### config.mk
export PLATFORM = sky130hd
export DESIGN_NAME = stall_mgmt_mc
export DESIGN_NICKNAME = d
export VERILOG_FILES = /design/src/rtl/stall_mgmt_mc.sv
export SDC_FILE = /design/constraint.sdc
export NUM_CORES = 1
export LEC_CHECK = 0
export ABC_AREA = 1
export CORE_MARGIN = 2
export CORE_UTILIZATION = 26
export DETAILED_ROUTE_END_ITERATION = 10
export PLACE_DENSITY = 0.49
export SETUP_SLACK_MARGIN = 0.1
export SLEW_MARGIN = 0
export SYNTH_ARGS = -nofsm -noshare
export SYNTH_HDL_FRONTEND = slang
export SYNTH_SLANG_ARGS = --single-unit
### constraint.sdc
create_clock -name clk -period 1.8 [get_ports clk]
set_input_delay 0.36 -clock clk [delete_from_list [all_inputs] [get_ports clk]]
set_output_delay 0.36 -clock clk [all_outputs]
set_load 0.1 [all_outputs]
### src/rtl/stall_mgmt_mc.sv
// -----------------------------------------------------------------------------
// stall_mgmt_mc
//   Per-channel stall manager. Each channel runs a small IDLE/STALL/HOLD FSM
//   driven by its request (buffer full and not granted). A stall persists for
//   HOLD_CYCLES cycles after the request goes away, so the pipeline does not
//   chatter on short gaps. A per-channel wait counter flags starvation once a
//   channel has spent STARVE_LIMIT cycles in STALL within one stall episode.
//   A global saturating counter records how many cycles any channel stalled.
//
// Ports
//   clk            : single clock, all state on the rising edge
//   reset_n        : asynchronous active-low reset
//   arbiter_grant  : per-channel grant from the arbiter
//   to_stall_mgmt  : per-channel buffer-full indication
//   global_mode    : 1 = any channel stall stalls every channel
//   clear_count    : synchronous clear of stall_count (beats increment)
//   stall_output   : per-channel stall to the pipeline
//   global_stall   : OR of all per-channel stall states
//   starve         : per-channel starvation flag
//   stall_count    : saturating count of cycles with global_stall high
// -----------------------------------------------------------------------------
module stall_mgmt_mc #(
  parameter int unsigned NUM_CH       = 4,
  parameter int unsigned HOLD_CYCLES  = 2,
  parameter int unsigned STARVE_LIMIT = 15,
  parameter int unsigned CNT_W        = 8
) (
  input  logic              clk,
  input  logic              reset_n,
  input  logic [NUM_CH-1:0] arbiter_grant,
  input  logic [NUM_CH-1:0] to_stall_mgmt,
  input  logic              global_mode,
  input  logic              clear_count,
  output logic [NUM_CH-1:0] stall_output,
  output logic              global_stall,
  output logic [NUM_CH-1:0] starve,
  output logic [CNT_W-1:0]  stall_count
);

  typedef enum logic [1:0] {
    ST_IDLE  = 2'd0,
    ST_STALL = 2'd1,
    ST_HOLD  = 2'd2
  } ch_state_e;

  // With HOLD_CYCLES = 0 the HOLD state is never entered.
  localparam bit              HOLD_EN    = (HOLD_CYCLES != 0);
  localparam logic [3:0]      HOLD_LOAD  = (HOLD_CYCLES == 0) ? 4'd0 : 4'(HOLD_CYCLES - 1);
  localparam logic [7:0]      WAIT_MAX   = 8'hFF;
  localparam logic [7:0]      STARVE_LIM = 8'(STARVE_LIMIT);
  localparam logic [CNT_W-1:0] CNT_MAX   = '1;

  logic [NUM_CH-1:0] ch_stall_s;
  logic [NUM_CH-1:0] ch_starve_s;

  for (genvar gi = 0; gi < NUM_CH; gi++) begin : g_ch
    ch_state_e  state_q, state_d;
    logic [3:0] hold_q, hold_d;
    logic [7:0] wait_q, wait_d;
    logic       stall_q, stall_d;
    logic       starve_q, starve_d;
    logic       req_s;

    // A grant in the same cycle as full cancels the request.
    assign req_s = to_stall_mgmt[gi] & ~arbiter_grant[gi];

    // Next-state and hold-counter logic of the channel FSM.
    always_comb begin
      state_d = state_q;
      hold_d  = hold_q;
      case (state_q)
        ST_IDLE: begin
          hold_d = 4'd0;
          if (req_s) begin
            state_d = ST_STALL;
          end else begin
            state_d = ST_IDLE;
          end
        end
        ST_STALL: begin
          if (req_s) begin
            state_d = ST_STALL;
          end else if (HOLD_EN) begin
            state_d = ST_HOLD;
            hold_d  = HOLD_LOAD;
          end else begin
            state_d = ST_IDLE;
          end
        end
        ST_HOLD: begin
          if (req_s) begin
            // Request came back: resume stalling, remaining hold time is dropped.
            state_d = ST_STALL;
            hold_d  = 4'd0;
          end else if (hold_q == 4'd0) begin
            state_d = ST_IDLE;
          end else begin
            state_d = ST_HOLD;
            hold_d  = hold_q - 4'd1;
          end
        end
        default: begin
          state_d = ST_IDLE;
          hold_d  = 4'd0;
        end
      endcase
    end

    // Wait counter counts STALL cycles only; it is frozen in HOLD so a
    // request returning during HOLD resumes from the held value.
    always_comb begin
      if (state_d == ST_IDLE) begin
        wait_d = 8'd0;
      end else if ((state_q == ST_STALL) && (wait_q != WAIT_MAX)) begin
        wait_d = wait_q + 8'd1;
      end else begin
        wait_d = wait_q;
      end
    end

    // Registered stall and sticky starvation flag, both cleared on entry to IDLE.
    always_comb begin
      stall_d = (state_d != ST_IDLE);
      if (state_d == ST_IDLE) begin
        starve_d = 1'b0;
      end else if (wait_d >= STARVE_LIM) begin
        starve_d = 1'b1;
      end else begin
        starve_d = starve_q;
      end
    end

    // Channel state registers.
    always_ff @(posedge clk or negedge reset_n) begin
      if (!reset_n) begin
        state_q  <= ST_IDLE;
        hold_q   <= 4'd0;
        wait_q   <= 8'd0;
        stall_q  <= 1'b0;
        starve_q <= 1'b0;
      end else begin
        state_q  <= state_d;
        hold_q   <= hold_d;
        wait_q   <= wait_d;
        stall_q  <= stall_d;
        starve_q <= starve_d;
      end
    end

    assign ch_stall_s[gi]  = stall_q;
    assign ch_starve_s[gi] = starve_q;
  end

  logic [CNT_W-1:0] cnt_q, cnt_d;

  // Global stall-cycle counter: clear wins, otherwise saturating increment.
  always_comb begin
    if (clear_count) begin
      cnt_d = '0;
    end else if (global_stall && (cnt_q != CNT_MAX)) begin
      cnt_d = cnt_q + CNT_W'(1);
    end else begin
      cnt_d = cnt_q;
    end
  end

  // Global counter register.
  always_ff @(posedge clk or negedge reset_n) begin
    if (!reset_n) begin
      cnt_q <= '0;
    end else begin
      cnt_q <= cnt_d;
    end
  end

  // Output select; global_mode acts in the same cycle it changes.
  always_comb begin
    global_stall = |ch_stall_s;
    if (global_mode) begin
      stall_output = {NUM_CH{global_stall}};
    end else begin
      stall_output = ch_stall_s;
    end
  end

  assign starve      = ch_starve_s;
  assign stall_count = cnt_q;

endmodule

==> impl_metrics.toml <==
[pwr]
fin_total_pwr_mw = 5.79
power_density_nw_per_um2 = 868
p_leak_nw = 3.57
ir_drop_uv = 1160

[finish]
instances_no_fill = 1005
syn2layout_area_growth_pct = 42.2
antenna_cells = 0
nets = 812
ff_latch_area_um2 = 1800
final_layout_size_suffix_gt1_frac = 0.290
multi_input_area_um2 = 2640
final_cell_mix = "nand2_1 (159), inv_1 (122), buf_4 (80)"
final_common_cell = "nand2_1"
fill_cells = 1828

[routing]
drc_errors = 0
wl_met2_um = 4700
drt_iter0_markers = 180
antenna_left = 0
met3_length_um = 354
drt_wl_total_um = 10200
dr.pass1.iters = 4
maxUsedRoutingLayer = "met4"
wire_per_inst_um = 10.2
vias = 4114
wl_met1_um = 5020
viasPerCell = 4.09

[clock_tree]
cts_buffers = 9
cts.sinks = 72
cts_tree = "done"
cts-root-buf = "clkbuf_16"
cts_max_path_buffers = 2
cts_max_level = 3
clk_pin_slew_ns = 0.06
clk_latency_ns = 0.34

[timing]
rsz0062_at_grt = "yes"
post-route-min-period_ns = 1.69
hold_ws_ns = 0.0194
max_slew_margin = 0.732
fmax_mhz = 593
setup_viol = 0
fin_crit_sh = 0.937
tightest_slew_ns = 0.402
drv_slew = 0
clock-skew-final_ns = 0.00395
tns_ns = 0
finalHoldViolCount = 0

[yosys]
seq_area_frac_synth = 0.384
syn_area_um2 = 4690
synthDistinctLibCells = 36
synth_ff_type = "dfrtp_1"
syn_inst = 654
synth_top_area_share = 0.384
syn_nets = 695
ys_warn_count = 0
synth_area_leaders = "dfrtp_1 (38%), nand2_1 (14%), inv_1 (11%)"
yosys_register_bits = 72
synth_edf_count = 0
synth-async-reset-ratio = 1.00
syn_area_per_cell_um2 = 7.18
yosysTopAreaCell = "dfrtp_1"

[critical_path]
worst_setup_path_startpoint = "g_ch[2].stall_q"
crit_type = "reg -> out"
critPathArrivalTime_ns = 1.33
crit_required_ns = 1.44
reg2reg_depth = 12
endpoint = "stall_output[1]"
worstPathMaxFanout = 4
end_kind = "output pin"
reg2reg_from = "g_ch[1].wait_q[1]"
startpoint_type = "register"
r2r_setup_slack_ns = 0.17
r2r-end = "g_ch[1].starve_q"

[global_route]
grt.total_usage = 0.111
grt_max_degree = 73
antenna_found_initial = 0
grt_pass1_vias = 3963
grt_first_pass_wirelength_um = 17600
grt_overflow = 0

[run_status]
status = "finished clean"

[placement]
dp_hpwl_um = 7270
gp_congestion = 0.764
placed_cells = 963
port_buffers = 28

[flow_run]
cap_violations = 0

[hold_path]
hp-class = "in -> async"

[floorplanning]
die_y_um = 138
start_util = 0.263
rows = 49
die_w_um = 138
die_area_um2 = 19100
num_io_pins = 29
core-area_um2 = 17800
cells in the mapped netlist, types with 2 or more instances:
cell and n:
nand2_1 175, nand3_1 39, inv_1 142, o21ai_0 28, o211ai_1 4, nor2_1 64, o22ai_2 4, inv_2 6
nand3b_1 8, nand2_2 11, dfrtp_1 72, nor2_4 3, ha_1 29, nor2_2 5, nor3b_2 2, nor3_1 11
nand4_1 6, buf_4 4, a31oi_1 2, xor2_1 6, a21oi_1 13, nand2_4 6
layer usage:
metal,vias up,track usage
li1,2228,-
met1,1828,0.144
met2,45,0.174
met3,13,0.0371
met4,0,0.0349
met5,-,0
worst max-delay path: stages (launching register included):
cell and delay (ns):
dfrtp_1 0.37, inv_2 0.07, nand4_1 0.13, inv_2 0.19
a21oi_4 0.06, buf_12 0.17
layout make-up:
| class | count | share of cell area |
|---|---|---|
| repair buffers | 110 | 0.162 |
| inverters | 149 | 0.0846 |
| clock inverters | 3 | 0.00600 |
| clock buffers | 13 | 0.0390 |
| multi-input cells | 429 | 0.395 |
| flip-flops and latches | 72 | 0.270 |
| well taps | 229 | 0.0429 |
cells by family (layout without fill, tap and decap cells):
kind of cell             after synthesis  in the layout  synth area share
buffers and inverters                154            275             0.128
AO/OA/AOI/OAI                         57             57            0.0722
XOR/XNOR                               7              7            0.0131
adder cells (fa/ha/maj)               29             29            0.0773
flip-flops                            72             72             0.384
AND/OR/NAND/NOR                      335            336             0.325
state kept, by name, indices dropped and copies added, names as in the netlist:
signal / flops
g_ch.wait_q: 32
g_ch.stall_q: 4
g_ch.hold_q: 16
g_ch.state_q: 8
stall_count: 8
g_ch.starve_q: 4
worst min path at each step:
stage / start / end / slack (ns) / cells past startpoint
floorplan: reset_n / g_ch[0].hold_q[0] / 0.06 / 0
global placement: reset_n / g_ch[0].stall_q / 0.42 / 2
detailed placement: reset_n / g_ch[0].wait_q[7] / 0.42 / 2
CTS: reset_n / g_ch[0].wait_q[7] / 0.04 / 2
global route: reset_n / g_ch[0].wait_q[7] / 0.05 / 2
finish: reset_n / g_ch[0].wait_q[7] / 0.02 / 2
timing repair:
action / 4_1_cts / 5_1_grt
resized for setup: 3 / 81
setup endpoints to repair: 6 / 34
hold buffers: 0 / 0
cloned: 0 / 1
setup buffers: 4 / 21
pin swaps: 2 / 26
metrics by stage:
stage,area [µm²],setup slack [ns],util
CTS,6230,0.0838,0.349
global placement,5890,-0.140,0.330
global route,6670,0.0247,0.374
finish,6670,0.113,0.374
floorplan,4760,-0.739,-
detailed placement,5890,-0.180,0.330
power by group:
part	leakage, nW	switching [mW]	internal (mW)	total [mW]
Combinational	2.44	1.24	0.838	2.07
Clock	0.150	0.704	1.15	1.85
Sequential	0.986	0.114	1.76	1.87
Total	3.57	2.05	3.74	5.79
(Power assumes the default switching activity.)
==> patch: new RTL, same settings <==
Put one more register stage on the output `stall_count`, without a reset. The value now appears one clock later. The other outputs are not delayed to match. Comments in the files are not updated.
--- a/src/rtl/stall_mgmt_mc.sv
+++ b/src/rtl/stall_mgmt_mc.sv
@@ -184,7 +184,9 @@
   end
 
   assign starve      = ch_starve_s;
-  assign stall_count = cnt_q;
+  always_ff @(posedge clk) begin
+    stall_count <= cnt_q;
+  end
 
 endmodule
 
Behaviour: not the same (Yosys sat finds a counterexample within 4 cycles, from zero or initial values and one cycle with reset_n low).
==> patch against the unedited design <==
  * The flow now finishes with violations (DRC)
  * Area after synthesis is 2.5% higher
  * Sequential cell count is 8 higher
  * Non-clock buffer count down 9
  * Wire length shrank 5.9%
  * Count of clock-buffer cells in the layout fell by 2
  * Critical path depth is the same
  * Total power decreased by 1.3%
  * Largest cell class unchanged
  * Final area is 1.0% lower
  * Worst setup slack got worse by 0.077 ns
==> patch: results (changes against the unedited design) <==
[status]
status = complete, but fails checks
violations = DRC

[clock_network]
clockBufferDepth = 2  ; unchanged
root_buffer = clkbuf_16
htree_levels = 3  ; unchanged
clkTransAtPathRegs_ns = 0.06  ; about the same
worstSkewPairLatency_ns = 0.34  ; about the same
numCtsBuffers = 9  ; unchanged

[synthesis]
async_flop_share = 0.900  ; -0.100
synthFlopType = dfrtp_1
synthTopCellsByCount = 178 x nand2_1, 143 x inv_1, 72 x dfrtp_1
syn_nets = 696  ; +0.14%
synthTopCellsByArea = dfrtp_1 37%, nand2_1 14%, inv_1 11%
ys_seq_area_frac = 0.408  ; +0.0239
yosysWarnings = 0  ; unchanged
synth_cell_types = 38  ; +5.6%

[drt]
via_per_inst = 4.11  ; +0.49%
wl_per_cell_um = 9.65  ; -5.1%
drtIter0Drc = 153  ; -15%
route.detailed.drc = 3  ; +3
drt_first_pass_iters = 9  ; +5

[global_routing]
grt_use_met3 = 0.0209  ; -0.0162
grt_max_degree = 38  ; -48%
grt_pass1_vias = 3816  ; -3.7%
grt_pass1_wl_um = 16800  ; -4.8%
met2_usage = 0.171  ; -0.00371
met1_usage = 0.132  ; -0.0117
antenna_found_initial = 0  ; unchanged
track_usage = 0.103  ; -0.00714

[worst_setup_path]
path_max_fanout = 4  ; unchanged
cp.arrival_ns = 1.40  ; +0.07 ns
endpoint = stall_output[1]
regToRegSetupSlack_ns = 0.18
worst_r2r_endpoint = g_ch[0].starve_q
rr_startpoint = g_ch[0].wait_q[0]
startpoint = g_ch[1].stall_q
reg2reg_depth = 12  ; unchanged

[cells_and_area]
drive_above_1_share = 0.250  ; -0.0396
largestRegisters = g_ch.wait_q (32), g_ch.hold_q (16)
diodes = 0  ; unchanged
nNetsFinal = 803  ; -1.1%
fillers = 1831  ; +0.16%

[timing]
fin_worst_skew_ns = 0.00846  ; +0.00451 ns
max_slew_margin = 0.771  ; +0.0383

[placed_design]
gp_congestion = 0.793  ; +3.8%
io_buffers = 28  ; unchanged
hpwl_um = 7150  ; -1.7%

[power]
peakVddDrop_mv = 0.454  ; -61%
internal-power_uw = 3800  ; +1.5%
leakagePower_uw = 0.00355  ; -0.66%

[min_path]
hold_class = flop to flop

## patch: final cells by class
| type | count | area [µm²] | area share |
|---|---|---|---|
| sequential | 80 | 1960 | 0.297 |
| tap | 229 | 287 | 0.0434 |
| multi-input combinational | 421 | 2470 | 0.375 |
| inverter | 149 | 564 | 0.0854 |
| clock buffer | 11 | 253 | 0.0383 |
| clock inverter | 5 | 55.1 | 0.00833 |
| timing repair buffer | 101 | 1010 | 0.153 |
## patch: through the flow
stage | worst slack [ns] | area [µm²] | hold slack, ns | setup TNS, ns | cells
after floorplan | -0.715 | 4860 | 0.0644 | -7.28 | 655
after CTS | 0.0000364 | 6320 | 0.408 | 0 | 983
after global placement | -0.221 | 5980 | 0.258 | -1.39 | 963
final | 0.0356 | 6610 | 0.404 | 0 | 996
after global routing | -0.0550 | 6610 | 0.420 | -0.210 | 996
after detailed placement | -0.197 | 5980 | 0.257 | -1.37 | 963
## patch: per-layer routing
layer | vias up | share of wire
met5 | - | 0
met4 | 0 | 0.019
li1 | 2206 | -
met3 | 10 | 0.024
met1 | 1846 | 0.49
met2 | 35 | 0.47
## patch: power groups by stage
stage	clock [µW]	sequential, µW	combinational, µW
after floorplan	0	2160	981
after global routing	2040	2070	1970
final	1880	2050	1790
after detailed placement	0	2080	1680
after global placement	0	2080	1680
after CTS	1960	2050	1710
## patch: what timing repair did
action,in CTS,in global routing
cloned,0,0
hold endpoints to repair,15,0
pin swaps,1,17
hold buffers,1,0
resized for setup,1,58
endpoints found under the setup margin,6,39
setup buffers,3,13
## patch: how the worst min path moves through the flow
stage | endpoint | slack [ns] | startpoint | cells past startpoint
after floorplan | cnt_q[0] | 0.06 | reset_n | 0
after global placement | g_ch[0].hold_q[0] | 0.26 | reset_n | 1
after detailed placement | g_ch[0].hold_q[0] | 0.26 | reset_n | 1
after CTS | stall_count[4] | 0.41 | cnt_q[4] | 0
after global routing | stall_count[4] | 0.42 | cnt_q[4] | 0
final | stall_count[4] | 0.40 | cnt_q[4] | 0
## patch: cells by family (layout without fill, tap and decap cells)
logic type,Yosys count,count (layout),share of synthesized area
AOI/OAI and AO/OA,59,59,0.0726
DFF,80,80,0.408
and+or+nand+nor,326,326,0.306
xor gates and xnor gates,7,7,0.0127
adders and majority gates,29,29,0.0754
buffers and inverters,154,266,0.126
## patch: critical path, stage by stage (launching register included)
cell and delay, ns:
dfrtp_1 0.37, inv_2 0.08, nand4_1 0.17, inv_2 0.21, a21oi_4 0.05, buf_12 0.17
